**src/rtl/dma_ch_engine.sv**
```systemverilog
// ============================================================================
// Module   : dma_ch_engine
// Purpose  : Per-channel DMA transfer engine. Requests service from the
//            channel arbiter and runs one burst per grant. Phase t0 reads
//            source memory into an internal FIFO; phase t1 writes FIFO
//            contents to destination memory.
// Ports    : clk, rst            - clock, asynchronous active-high reset
//            ch_en, target       - channel enable, transfer phase select
//            src_addr, dst_addr,
//            xfer_len            - configuration, sampled on ch_en rising
//            periph_req          - peripheral service request (level)
//            req / ack / en      - arbiter request, acknowledge, grant
//            req_done, t0_done,
//            fifo_empty/full     - status back to the arbiter
//            bus_*               - single-outstanding-beat memory bus
// Revision : 1.0 - initial release
// ============================================================================
`default_nettype none

module dma_ch_engine #(
  parameter int AW      = 32,
  parameter int DW      = 32,
  parameter int FIFO_AW = 3,
  parameter int BURST   = 4
) (
  input  logic          clk,
  input  logic          rst,
  input  logic          ch_en,
  input  logic          target,
  input  logic [AW-1:0] src_addr,
  input  logic [AW-1:0] dst_addr,
  input  logic [15:0]   xfer_len,
  input  logic          periph_req,
  output logic          req,
  input  logic          ack,
  input  logic          en,
  output logic          req_done,
  output logic          t0_done,
  output logic          fifo_empty,
  output logic          fifo_full,
  output logic          bus_req,
  output logic          bus_we,
  output logic [AW-1:0] bus_addr,
  output logic [DW-1:0] bus_wdata,
  input  logic [DW-1:0] bus_rdata,
  input  logic          bus_ready
);

  localparam int DEPTH = 1 << FIFO_AW;
  localparam int BCW   = $clog2(BURST + 1);

  localparam logic [2:0] S_IDLE = 3'd0;
  localparam logic [2:0] S_RD   = 3'd1;
  localparam logic [2:0] S_WR   = 3'd2;
  localparam logic [2:0] S_DONE = 3'd3;
  localparam logic [2:0] S_WAIT = 3'd4;

  localparam logic [AW-1:0]    STEP      = AW'(DW / 8);
  localparam logic [BCW-1:0]   LAST_BEAT = BCW'(BURST - 1);
  localparam logic [FIFO_AW:0] FULL_CNT  = (FIFO_AW + 1)'(DEPTH);
  localparam logic [FIFO_AW:0] ALMOST    = (FIFO_AW + 1)'(DEPTH - 1);
  localparam logic [FIFO_AW:0] ONE_WORD  = (FIFO_AW + 1)'(1);

  logic [2:0]         state_q,   state_d;
  logic [AW-1:0]      src_q,     src_d;
  logic [AW-1:0]      dst_q,     dst_d;
  logic [15:0]        rd_left_q, rd_left_d;
  logic [15:0]        wr_left_q, wr_left_d;
  logic [BCW-1:0]     bcnt_q,    bcnt_d;
  logic [FIFO_AW-1:0] wptr_q,    wptr_d;
  logic [FIFO_AW-1:0] rptr_q,    rptr_d;
  logic [FIFO_AW:0]   cnt_q,     cnt_d;
  logic               empty_q,   empty_d;
  logic               full_q,    full_d;
  logic               req_q,     req_d;
  logic               armed_q,   armed_d;
  logic               ch_en_q;

  logic [DW-1:0]      mem [DEPTH];

  // A beat is only presented when it can actually complete; an RD/WR state
  // without work falls through to DONE without ever raising bus_req.
  logic w_rd_go, w_wr_go, w_push, w_pop, w_rise;

  assign w_rd_go = ch_en && (state_q == S_RD) && (rd_left_q != 16'd0) && !full_q;
  assign w_wr_go = ch_en && (state_q == S_WR) && (wr_left_q != 16'd0) && !empty_q;
  assign w_push  = w_rd_go && bus_ready;
  assign w_pop   = w_wr_go && bus_ready;
  assign w_rise  = ch_en && !ch_en_q;

  always_comb begin
    state_d   = state_q;
    src_d     = src_q;
    dst_d     = dst_q;
    rd_left_d = rd_left_q;
    wr_left_d = wr_left_q;
    bcnt_d    = bcnt_q;
    wptr_d    = wptr_q;
    rptr_d    = rptr_q;
    cnt_d     = cnt_q;
    req_d     = req_q;
    armed_d   = armed_q;

    case (state_q)
      S_IDLE: begin
        if (en) begin
          bcnt_d  = '0;
          state_d = target ? S_WR : S_RD;
        end
      end
      S_RD: begin
        if (!w_rd_go) begin
          state_d = S_DONE;
        end else if (bus_ready) begin
          src_d     = src_q + STEP;
          rd_left_d = rd_left_q - 16'd1;
          bcnt_d    = bcnt_q + 1'b1;
          // Values before this beat: last of burst, last word, or FIFO full after push.
          if (bcnt_q == LAST_BEAT || rd_left_q == 16'd1 || cnt_q == ALMOST)
            state_d = S_DONE;
        end
      end
      S_WR: begin
        if (!w_wr_go) begin
          state_d = S_DONE;
        end else if (bus_ready) begin
          dst_d     = dst_q + STEP;
          wr_left_d = wr_left_q - 16'd1;
          bcnt_d    = bcnt_q + 1'b1;
          if (bcnt_q == LAST_BEAT || wr_left_q == 16'd1 || cnt_q == ONE_WORD)
            state_d = S_DONE;
        end
      end
      S_DONE:  state_d = S_WAIT;
      S_WAIT:  if (!en) state_d = S_IDLE;
      default: state_d = S_IDLE;
    endcase

    if (w_push) begin
      wptr_d = wptr_q + 1'b1;
      cnt_d  = cnt_q + 1'b1;
    end
    if (w_pop) begin
      rptr_d = rptr_q + 1'b1;
      cnt_d  = cnt_q - 1'b1;
    end

    if (w_rise) begin
      src_d     = src_addr;
      dst_d     = dst_addr;
      rd_left_d = xfer_len;
      wr_left_d = xfer_len;
      wptr_d    = '0;
      rptr_d    = '0;
      cnt_d     = '0;
    end

    empty_d = (cnt_d == '0);
    full_d  = (cnt_d == FULL_CNT);

    if (!ch_en) state_d = S_IDLE;

    // After an ack the request re-arms only once periph_req has been low.
    if (!periph_req) armed_d = 1'b1;
    else if (ack)    armed_d = 1'b0;

    if (!ch_en)                                  req_d = 1'b0;
    else if (ack)                                req_d = 1'b0;
    else if (!req_q && periph_req && armed_q)    req_d = 1'b1;
  end

  always_ff @(posedge clk or posedge rst) begin
    if (rst) begin
      state_q   <= S_IDLE;
      src_q     <= '0;
      dst_q     <= '0;
      rd_left_q <= '0;
      wr_left_q <= '0;
      bcnt_q    <= '0;
      wptr_q    <= '0;
      rptr_q    <= '0;
      cnt_q     <= '0;
      empty_q   <= 1'b1;
      full_q    <= 1'b0;
      req_q     <= 1'b0;
      armed_q   <= 1'b1;
      ch_en_q   <= 1'b0;
    end else begin
      state_q   <= state_d;
      src_q     <= src_d;
      dst_q     <= dst_d;
      rd_left_q <= rd_left_d;
      wr_left_q <= wr_left_d;
      bcnt_q    <= bcnt_d;
      wptr_q    <= wptr_d;
      rptr_q    <= rptr_d;
      cnt_q     <= cnt_d;
      empty_q   <= empty_d;
      full_q    <= full_d;
      req_q     <= req_d;
      armed_q   <= armed_d;
      ch_en_q   <= ch_en;
    end
  end

  always_ff @(posedge clk) begin
    if (w_push) mem[wptr_q] <= bus_rdata;
  end

  assign req        = req_q;
  assign req_done   = (state_q == S_DONE);
  assign t0_done    = ch_en && (rd_left_q == 16'd0);
  assign fifo_empty = empty_q;
  assign fifo_full  = full_q;
  assign bus_req    = w_rd_go || w_wr_go;
  assign bus_we     = w_wr_go;
  assign bus_addr   = w_wr_go ? dst_q : (w_rd_go ? src_q : '0);
  assign bus_wdata  = w_wr_go ? mem[rptr_q] : '0;

endmodule

`default_nettype wire

```
**config.mk**
```make
export PLATFORM = sky130hd
export DESIGN_NAME = dma_ch_engine
export DESIGN_NICKNAME = d
export VERILOG_FILES = /design/src/rtl/dma_ch_engine.sv
export SDC_FILE = /design/constraint.sdc
export NUM_CORES = 1
export LEC_CHECK = 0
export ABC_AREA = 1
export BUFFER_PORTS_ARGS = -buffer_cell sky130_fd_sc_hd__buf_4
export CAP_MARGIN = 15
export CORE_MARGIN = 4
export CORE_UTILIZATION = 42
export CTS_CLUSTER_SIZE = 16
export DETAILED_ROUTE_END_ITERATION = 6
export HOLD_SLACK_MARGIN = 0.1
export PLACE_DENSITY = 0.61
export SLEW_MARGIN = 0
export SYNTH_ARGS = -nofsm -noshare
export SYNTH_HDL_FRONTEND = slang
export SYNTH_SLANG_ARGS = --single-unit
```
**constraint.sdc**
```tcl
create_clock -name clk -period 4.3 [get_ports clk]
set_input_delay 0.86 -clock clk [delete_from_list [all_inputs] [get_ports clk]]
set_output_delay 0.86 -clock clk [all_outputs]
set_load 0.1 [all_outputs]
```
==> impl_metrics.json <==
{
  "crit_path_max_fanout": 28,
  "drcViolationCount": 0,
  "dpl_cell_area_mm2": 0.0202,
  "netlist_area_mm2": 0.0181,
  "core.rowCount": 75,
  "cpMostUsedCell": "nand2_1",
  "wl_per_cell_um": 18.5,
  "cp.arrival_ns": 2.68,
  "clockBufferDepth": 3,
  "p_leak_nw": 8.75,
  "ys_warn_count": 0,
  "routed_via_density": 5.35,
  "fmax_mhz": 282,
  "syn2layout_area_growth_pct": 19.2,
  "clk_pin_slew_ns": 0.06,
  "port_buffers": 190,
  "core_mm2": 0.0423,
  "routed.top_layer": "met4",
  "tightest_slew_ns": 0.920,
  "num_vias": 14800,
  "cp_cell_sequence": "inv_1 -> ha_1 -> nand2_1 -> nor2_1 -> nand2_1 -> nand2_2 -> inv_1 -> buf_4 -> nand2_1 -> o21ai_0 -> buf_4",
  "clk_latency_ns": 0.57,
  "wl_met3_um": 3610,
  "ys_seq_area_share_pct": 58.6,
  "fp.dieArea_mm2": 0.0466,
  "finClkSkew_ns": 0.0302,
  "overflow": 0,
  "synth_top_area_cell": "edfxtp_1",
  "netlist_top_cells_area": "edfxtp_1 (42%), dfrtp_1 (16%), nand2_1 (12%)",
  "synth_cell_type_count": 39,
  "status": "completed",
  "cts_tree": "done",
  "ff2ff_path_depth": 8,
  "cts.sinks": 373,
  "synth_top_area_share_pct": 42.4,
  "gp_congestion": 0.920,
  "netlist_instances": 1985,
  "path_class": "reg -> out",
  "fin_crit_ns": 3.54,
  "fp.dieW_um": 216,
  "drv_cap": 0,
  "power-per-cell-area_mw_per_mm2": 525,
  "drt-initial-drc-count": 1025,
  "cts_max_level": 2,
  "min_path_type": "in -> async",
  "crit_path_top_delay_cell": "dfrtp_1",
  "grt_max_degree": 131,
  "antenna_found_initial": 0,
  "postRouteAntennaNets": 0,
  "syn_nets": 2120,
  "die_h_um": 216,
  "hold_viol_final": 0,
  "drv_slew": 0,
  "critPathCaptureType": "primary output",
  "antenna_cells": 0,
  "wl_met1_um": 22200,
  "cts_hold_buf": 0,
  "setup_ws_ns": 0.757,
  "fin_nets": 2286,
  "relSlewSlack_pct": 38.6,
  "worstSetupStartpointType": "flip-flop",
  "power.total_mw": 11.3,
  "cts_root_buf": "clkbuf_16",
  "grt_pass1_vias": 14500,
  "drt-pass1-iter-count": 5,
  "peakVddDrop_v": 0.000411,
  "yosys_register_bits": 373,
  "final_layout_size_suffix_gt1_share_pct": 14.9,
  "cts_made_buffers": 42,
  "critPathTopFamily": "buffers and inverters",
  "crit_buf_inv": 4,
  "ioPinCount": 191,
  "finalSetupViolations": 0,
  "routed_wl_um": 51100,
  "start_util_pct": 42.8,
  "r2r-start": "state_q[2]$_DFFE_PP0P_",
  "postCtsSetupBuffers": 0,
  "met2WireLength_um": 23800,
  "grt_pass1_wl_um": 80000,
  "cts_resized": 0,
  "avgSynthCellArea_um2": 9.14,
  "track_usage_pct": 21.6,
  "stdcell_area_mm2": 0.0216,
  "critPathMaxStageDelay_ns": 0.36,
  "required_ns": 3.44,
  "critPathLaunch": "wr_left_q[0]$_DFFE_PP0P_",
  "timing.final.crit_share_pct": 82.4,
  "dp_slack_ns": 1.04,
  "cp_num_cells": 11,
  "dpl.hpwl_um": 33700,
  "grt_setup_unrepaired": "false"
}
## path summary, 6_finish.rpt
kind                                             end  slack [ns]
min in group clk                     req$_DFFE_PP0P_        0.46
setup / recovery                        bus_addr[28]        0.76
hold reg to reg                 src_q[0]$_DFFE_PP0P_        0.48
hold / removal                 src_q[18]$_DFFE_PP0P_        0.30
setup reg to reg                mem[6][11]$_DFFE_PP_        1.51
max in group asynchronous  wr_left_q[13]$_DFFE_PP0P_        3.13
## power breakdown
part,internal [mW],switching (mW)
Sequential,4.20,0.410
Clock,2.22,1.49
Combinational,0.854,2.17
Total,7.27,4.06
## state kept, by name, indices dropped and copies added, names as in the netlist
signal,cells
armed_q,1
bcnt_q,3
wptr_q,3
src_q,32
cnt_q,4
req,1
rptr_q,3
fifo_full,1
rd_left_q,16
ch_en_q,1
mem,256
fifo_empty,1
dst_q,32
wr_left_q,16
state_q,3
## cells by family (layout without fill, tap and decap cells)
family                   Yosys count  after routing  share of synthesized area [%]
AND/OR/NAND/NOR                  977            977                           22.1
flip-flops                       373            373                           58.6
AO/OA/AOI/OAI                    362            362                           12.1
buffers and inverters            239            437                           5.33
XOR/XNOR                          19             19                          0.918
adder cells (fa/ha/maj)           15             15                           1.03
## worst reg2reg max path, stage by stage, from the launching register on
cell	delay, ns
dfrtp_1	0.41
inv_1	0.14
nand3_1	0.19
nor3_4	0.30
nand3_4	0.26
inv_2	0.27
nand2_1	0.21
nor3_2	0.14
buf_4	0.48
## area by class of cell
class                      count  area (um2)
fill                        3925       20700
clock buffer                  49        1110
timing repair buffer         220        1700
inverter                     141         534
multi-input combinational   1373        6600
tap                          577         722
sequential                   373       10600
clock inverter                27         317
## cells in the final DEF (no fill, tap or decap), types with 43 or more instances in the layout
| master | instances |
|---|---|
| a21oi_1 | 102 |
| buf_4 | 216 |
| clkbuf_16 | 43 |
| dfrtp_1 | 112 |
| edfxtp_1 | 256 |
| inv_1 | 134 |
| nand2_1 | 583 |
| nand3_1 | 105 |
| nor2_1 | 198 |
| o21ai_0 | 125 |
## per-layer routing
layer	vias to the layer above	GRT usage, %
li1	7151	-
met1	7043	29.3
met2	492	35.1
met3	85	4.54
met4	0	6.42
met5	-	0
## stage by stage
stage | TNS (ns) | hold slack, ns | instances | utilization [%]
after floorplan | -4.43 | 0.442 | 1985 | -
after global placement | 0 | 0.458 | 2684 | 47.7
after detailed placement | 0 | 0.469 | 2684 | 47.7
after CTS | 0 | 0.289 | 2760 | 51.1
after global routing | 0 | 0.321 | 2760 | 51.1
final | 0 | 0.304 | 2760 | 51.1
## synthesized netlist by cell type
master / instances
nand2_1: 584
edfxtp_1: 256
nor2_1: 200
inv_1: 136
o21ai_0: 135
dfrtp_1: 115
nand3_1: 105
a21oi_1: 102
clkbuf_1: 56
nor3_1: 44
a32oi_1: 33
a32o_1: 32
buf_2: 25
a31oi_1: 24
nand4_1: 19
o22ai_1: 17
ha_1: 15
xor2_1: 15
buf_1: 10
o211ai_1: 10
nand3b_1: 6
inv_2: 5
nand2_2: 5
buf_4: 4
nor2_2: 4
o21ai_1: 4
or2_2: 4
xnor2_1: 4
buf_6: 3
dfstp_2: 2
nor2_4: 2
o21a_1: 2
a22oi_1: 1
nand3_2: 1
nand3_4: 1
nor3_2: 1
nor3_4: 1
o221ai_1: 1
o31ai_1: 1
No activity file was read; power rests on OpenSTA's default activity.
